--- src/rtl/control_unit_pipelined.sv ---
// Decode-stage control unit: decodes RV32I opcode/funct3/funct7 into a control bundle
// and registers it into the ID/EX boundary, flagging and counting illegal encodings.
// Latency: 1 cycle decode->execute. Backpressure: stall_e holds ID/EX, flush_e inserts a bubble.
module control_unit_pipelined #(
  parameter int ALU_CTRL_W = 4,
  parameter int CNT_W      = 8
) (
  input  logic                  clk,
  input  logic                  rst,
  input  logic                  valid_d,
  input  logic [6:0]            opcode_d,
  input  logic [2:0]            funct3_d,
  input  logic [6:0]            funct7_d,
  input  logic                  stall_e,
  input  logic                  flush_e,
  output logic                  valid_e,
  output logic                  RegWrite_e,
  output logic                  MemWrite_e,
  output logic                  Branch_e,
  output logic                  Jump_e,
  output logic                  ALUSrc_e,
  output logic [1:0]            ResultSrc_e,
  output logic [2:0]            ImmSrc_e,
  output logic [ALU_CTRL_W-1:0] ALUControl_e,
  output logic [2:0]            funct3_e,
  output logic                  illegal_e,
  output logic [CNT_W-1:0]      illegal_count
);

  localparam logic [6:0] OP_R     = 7'b0110011;
  localparam logic [6:0] OP_I     = 7'b0010011;
  localparam logic [6:0] OP_LOAD  = 7'b0000011;
  localparam logic [6:0] OP_STORE = 7'b0100011;
  localparam logic [6:0] OP_BR    = 7'b1100011;
  localparam logic [6:0] OP_JAL   = 7'b1101111;
  localparam logic [6:0] OP_LUI   = 7'b0110111;

  localparam logic [3:0] ALU_ADD  = 4'b0000;
  localparam logic [3:0] ALU_SUB  = 4'b0001;
  localparam logic [3:0] ALU_AND  = 4'b0010;
  localparam logic [3:0] ALU_OR   = 4'b0011;
  localparam logic [3:0] ALU_XOR  = 4'b0100;
  localparam logic [3:0] ALU_SLT  = 4'b0101;
  localparam logic [3:0] ALU_SLTU = 4'b0110;
  localparam logic [3:0] ALU_SLL  = 4'b0111;
  localparam logic [3:0] ALU_SRL  = 4'b1000;
  localparam logic [3:0] ALU_SRA  = 4'b1001;
  localparam logic [3:0] ALU_PASSB = 4'b1010;

  localparam logic [6:0] F7_ZERO = 7'b0000000;
  localparam logic [6:0] F7_ALT  = 7'b0100000;

  typedef struct packed {
    logic       valid;
    logic       reg_write;
    logic       mem_write;
    logic       branch;
    logic       jump;
    logic       alu_src;
    logic [1:0] result_src;
    logic [2:0] imm_src;
    logic [3:0] alu_ctrl;
    logic [2:0] funct3;
    logic       illegal;
  } ctrl_t;

  ctrl_t            dec;
  ctrl_t            ex_d, ex_q;
  logic [CNT_W-1:0] cnt_d, cnt_q;

  // Base ALU operation selected by funct3 (before funct7 alternates).
  function automatic logic [3:0] alu_from_f3(input logic [2:0] f3);
    case (f3)
      3'b000:  alu_from_f3 = ALU_ADD;
      3'b001:  alu_from_f3 = ALU_SLL;
      3'b010:  alu_from_f3 = ALU_SLT;
      3'b011:  alu_from_f3 = ALU_SLTU;
      3'b100:  alu_from_f3 = ALU_XOR;
      3'b101:  alu_from_f3 = ALU_SRL;
      3'b110:  alu_from_f3 = ALU_OR;
      default: alu_from_f3 = ALU_AND;
    endcase
  endfunction

  // Combinational decode of the incoming instruction fields.
  always_comb begin
    dec        = '0;
    dec.valid  = valid_d;
    dec.funct3 = funct3_d;
    case (opcode_d)
      OP_R: begin
        dec.reg_write = 1'b1;
        dec.alu_ctrl  = alu_from_f3(funct3_d);
        if (funct7_d == F7_ALT) begin
          if (funct3_d == 3'b000)      dec.alu_ctrl = ALU_SUB;
          else if (funct3_d == 3'b101) dec.alu_ctrl = ALU_SRA;
          else                         dec.illegal  = 1'b1;
        end else if (funct7_d != F7_ZERO) begin
          dec.illegal = 1'b1;
        end
      end
      OP_I: begin
        dec.reg_write = 1'b1;
        dec.alu_src   = 1'b1;
        dec.alu_ctrl  = alu_from_f3(funct3_d);
        if (funct3_d == 3'b101 && funct7_d[5]) dec.alu_ctrl = ALU_SRA;
        // Shift-immediate encodings carry a funct7 that must be well formed.
        if (funct3_d == 3'b001 && funct7_d != F7_ZERO) dec.illegal = 1'b1;
        if (funct3_d == 3'b101 && funct7_d != F7_ZERO && funct7_d != F7_ALT) dec.illegal = 1'b1;
      end
      OP_LOAD: begin
        dec.reg_write  = 1'b1;
        dec.alu_src    = 1'b1;
        dec.result_src = 2'b01;
      end
      OP_STORE: begin
        dec.mem_write = 1'b1;
        dec.alu_src   = 1'b1;
        dec.imm_src   = 3'b001;
      end
      OP_BR: begin
        dec.branch   = 1'b1;
        dec.imm_src  = 3'b010;
        dec.alu_ctrl = ALU_SUB;
      end
      OP_JAL: begin
        dec.reg_write  = 1'b1;
        dec.jump       = 1'b1;
        dec.result_src = 2'b10;
        dec.imm_src    = 3'b011;
      end
      OP_LUI: begin
        dec.reg_write = 1'b1;
        dec.alu_src   = 1'b1;
        dec.imm_src   = 3'b100;
        dec.alu_ctrl  = ALU_PASSB;
      end
      default: dec.illegal = 1'b1;
    endcase
    // Illegal instructions must never produce architectural side effects.
    if (dec.illegal) begin
      dec.reg_write = 1'b0;
      dec.mem_write = 1'b0;
      dec.branch    = 1'b0;
      dec.jump      = 1'b0;
    end
    // A bubble from decode carries no enables and no illegal flag.
    if (!valid_d) begin
      dec.reg_write = 1'b0;
      dec.mem_write = 1'b0;
      dec.branch    = 1'b0;
      dec.jump      = 1'b0;
      dec.illegal   = 1'b0;
    end
  end

  // Next-state for the ID/EX register and illegal counter; flush beats stall.
  always_comb begin
    ex_d  = ex_q;
    cnt_d = cnt_q;
    if (flush_e) begin
      ex_d = '0;
    end else if (!stall_e) begin
      ex_d = dec;
      if (dec.illegal && cnt_q != {CNT_W{1'b1}}) cnt_d = cnt_q + CNT_W'(1);
    end
  end

  // ID/EX state register with synchronous reset taking priority over everything.
  always_ff @(posedge clk) begin
    if (rst) begin
      ex_q  <= '0;
      cnt_q <= '0;
    end else begin
      ex_q  <= ex_d;
      cnt_q <= cnt_d;
    end
  end

  assign valid_e       = ex_q.valid;
  assign RegWrite_e    = ex_q.reg_write;
  assign MemWrite_e    = ex_q.mem_write;
  assign Branch_e      = ex_q.branch;
  assign Jump_e        = ex_q.jump;
  assign ALUSrc_e      = ex_q.alu_src;
  assign ResultSrc_e   = ex_q.result_src;
  assign ImmSrc_e      = ex_q.imm_src;
  assign ALUControl_e  = ALU_CTRL_W'(ex_q.alu_ctrl);
  assign funct3_e      = ex_q.funct3;
  assign illegal_e     = ex_q.illegal;
  assign illegal_count = cnt_q;

endmodule

--- config.mk ---
export PLATFORM = sky130hd
export DESIGN_NAME = control_unit_pipelined
export DESIGN_NICKNAME = d
export VERILOG_FILES = /design/src/rtl/control_unit_pipelined.sv
export SDC_FILE = /design/constraint.sdc
export NUM_CORES = 1
export LEC_CHECK = 0
export BUFFER_PORTS_ARGS = -buffer_cell sky130_fd_sc_hd__buf_2
export CORE_MARGIN = 2
export CORE_UTILIZATION = 45
export CTS_CLUSTER_SIZE = 25
export DETAILED_ROUTE_END_ITERATION = 7
export PLACE_DENSITY = 0.79
export SYNTH_ARGS = -nofsm -noshare
export SYNTH_HDL_FRONTEND = slang
export SYNTH_SLANG_ARGS = --single-unit
export TNS_END_PERCENT = 5
--- constraint.sdc ---
create_clock -name clk -period 1.93 [get_ports clk]
set_clock_uncertainty 0.2 [all_clocks]
set_input_delay 0 -clock clk [delete_from_list [all_inputs] [get_ports clk]]
set_output_delay 0 -clock clk [all_outputs]
set_load 0.05 [all_outputs]
==> metrics.yaml <==
route:
  drtIter0Drc: 78
  drc: 0
  wl_per_cell_um: 13.5
  via_per_inst: 5.36
  drtPass1Iterations: 4
  ant_nets: 0
  num_vias: 1753
  drt_wl_total_um: 4420
power_and_ir_drop:
  power.internal_w: 0.000755
  p_switching_w: 0.000314
  p_seq_frac: 0.529
  p_comb_frac: 0.230
  leakage_nw: 0.987
  power_density_mw_per_mm2: 471
  p_clk_frac: 0.241
  power.total_w: 0.00107
  switching_share: 0.294
  max-vdd-ir-drop_v: 0.000413
timing:
  max_freq_mhz: 542
  fin_crit_ns: 1.85
  finalHoldViolCount: 0
  tightest_slew_ns: 0.524
  max_slew_margin: 0.647
  setup_viol: 0
  slew_violations: 0
  fin_crit_sh: 0.956
  setup_ws_ns: 0.0845
logic_synthesis:
  syn_area_mm2: 0.00152
  netlist_instances: 190
  syn_avg_cell_area_um2: 7.99
  synth.distinct_cells: 45
  synth_area_leaders: "dfxtp_1 (36%), a21oi_1 (8.2%), nor2_1 (6.4%)"
  synth_edf_count: 0
  yosys_most_used_dff: "dfxtp_1"
  yosysWarnings: 0
  synthTopCellsByCount: "dfxtp_1 (27), nor2_1 (26), a21oi_1 (25)"
  seq_area_frac_synth: 0.356
  synth_top_area_cell: "dfxtp_1"
  ys_ff_latch: 27
  yosysMostFrequentCell: "dfxtp_1"
  synth_fp_nets: 217
  synth_top_area_share: 0.356
  synthArstFlopShare: 0
cells_and_area:
  finalNonFillerCells: 327
  antenna_cells: 0
  synthToLayoutAreaGrowth_pct: 49.5
  layout-drive-gt1-share: 0.395
  layout.nets: 309
setup_path:
  cp-start-kind: "flip-flop"
  rr_endpoint: "illegal_count[7]"
  required_ns: 2.01
  r2r_slack_ns: 0.08
  path_cells: "ha_2 > a41oi_2 > o211ai_2 > buf_4 > or3_4 > a21oi_2"
  worstPathArrival_ns: 1.93
  r2r_start: "illegal_count[0]"
  slowest_delay_ns: 0.36
  crit_fanout: 6
  crit_path_top_delay_cell: "or3_4"
  critical_path_class: "flip-flop to flip-flop"
  endpoint_kind: "flip-flop"
  reg2reg_depth: 6
placement:
  dp_cells: 309
  post-place-ws_ns: -0.504
  gp_congestion: 0.917
  place_hpwl_um: 3150
  numPortBuffers: 48
grt:
  grt_overflow: 0
  grt_pass1_vias: 1619
  antenna_found_initial: 0
  grt_pass1_wl_um: 6760
  grt_max_degree: 32
  grtUsageTotal: 0.234
min_path:
  hold_start: "funct3_d[2]"
  whs_endpoint: "ALUControl_e[2]"
  hold_depth: 5
  hp-class: "primary input to flip-flop"
status:
  status: "complete, no violations"
flow_run:
  max_cap_viol_count: 0
clock_network:
  cts.sinks: 27
  clock_latency_ns: 0.33
  cts-root-buf: "clkbuf_4"
  clk_pin_slew_worst_paths_ns: 0.15
  htreeDepth: 1
  numCtsBuffers: 3
  clock_path_buffers: 2
  cts_tree: "built"
die:
  rows: 21
  die_w_um: 62.1
  initial_utilization: 0.462
  die_h_um: 62.1
  core_mm2: 0.00328
  ios: 49
  die_area_mm2: 0.00385
final cells by class:
class	instances	area [um^2]
Fill cell	265	1010
Multi-Input combinational cell	147	966
Timing Repair Buffer	99	656
Sequential cell	27	546
Tap cell	46	57.6
Clock buffer	3	22.5
Inverter	4	15.0
Clock inverter	1	7.51
per-layer routing:
| metal | share of wire | up-vias | global-route usage |
|---|---|---|---|
| met5 | 0 | - | 0 |
| met4 | 0.011 | 0 | 0.100 |
| met3 | 0.055 | 6 | 0.0393 |
| met2 | 0.51 | 61 | 0.405 |
| met1 | 0.43 | 814 | 0.283 |
| li1 | - | 872 | - |
stage by stage:
stage | setup TNS, ns | hold slack, ns | util | instance area (um^2)
CTS | 0 | 0.000940 | 0.677 | 2220
detailed placement | -3.23 | 0.0849 | 0.624 | 2050
global placement | -2.70 | 0.0771 | 0.624 | 2050
global route | -0.0432 | 0.0239 | 0.691 | 2270
finish | 0 | 0.0102 | 0.691 | 2270
floorplan | -0.391 | -0.0561 | - | 1540
power groups by stage:
| stage | registers, W | clock network [W] | logic [W] |
|---|---|---|---|
| finish | 0.000566 | 0.000257 | 0.000246 |
| global route | 0.000567 | 0.000288 | 0.000266 |
| CTS | 0.000566 | 0.000264 | 0.000235 |
| detailed placement | 0.000578 | 0 | 0.000211 |
| global placement | 0.000578 | 0 | 0.000207 |
| floorplan | 0.000598 | 0 | 0.0000946 |
how the worst max path moves through the flow:
| stage | depth (start not counted) | slack [ns] | to | start |
|---|---|---|---|---|
| detailed placement | 9 | -0.50 | illegal_count[3] | funct3_d[1] |
| global route | 12 | -0.03 | illegal_count[4] | funct3_d[1] |
| global placement | 8 | -0.38 | illegal_count[3] | funct7_d[1] |
| finish | 6 | 0.08 | illegal_count[7] | illegal_count[0] |
| CTS | 6 | 0.003 | illegal_count[3] | illegal_count[4] |
| floorplan | 7 | -0.08 | illegal_count[5] | opcode_d[6] |
flip-flops by register name (all words and copies together) (netlist names), 2 cells and up:
register	count
ALUControl_e	4
ImmSrc_e	3
ResultSrc_e	2
funct3_e	3
illegal_count	8
critical path, delay by kind of cell, from the launching register on:
family | cells | cell delay (ns)
AO/OA/AOI/OAI | 3 | 0.52
AND/OR/NAND/NOR | 1 | 0.36
flip-flops | 1 | 0.35
adder cells (fa/ha/maj) | 1 | 0.19
buffers and inverters | 1 | 0.18
cell families after synthesis:
family | Yosys count | share of synthesized area
adders and majority gates | 5 | 0.0412
xor gates and xnor gates | 1 | 0.00577
DFF | 27 | 0.356
AOI/OAI and AO/OA | 52 | 0.229
buffers and inverters | 16 | 0.0495
muxes | 7 | 0.0462
and+or+nand+nor | 82 | 0.272
what timing repair did:
| action | in CTS | in global routing |
|---|---|---|
| endpoints found under the setup margin | 4 | 7 |
| hold buffers | 12 | 1 |
| gates cloned | 0 | 0 |
| buffers inserted | 2 | 1 |
| endpoints found under the hold margin | 23 | 2 |
| pin swaps | 1 | 6 |
| resized for setup | 2 | 12 |
cells in the final DEF, fill, tap and decap left out, types with 4 or more instances in the layout:
master,netlist,layout
buf_4,0,39
inv_1,4,4
buf_2,0,48
nand3_1,4,4
nand2_1,16,16
nor4_1,4,4
dfxtp_1,27,23
nor2_1,26,26
nand4_1,4,4
dlygate4sd3_1,0,11
mux2i_1,7,7
o21ai_0,9,8
a21oi_1,25,23
dfxtp_2,0,4
nor3_1,6,6
No activity file was read; power rests on OpenSTA's default activity.
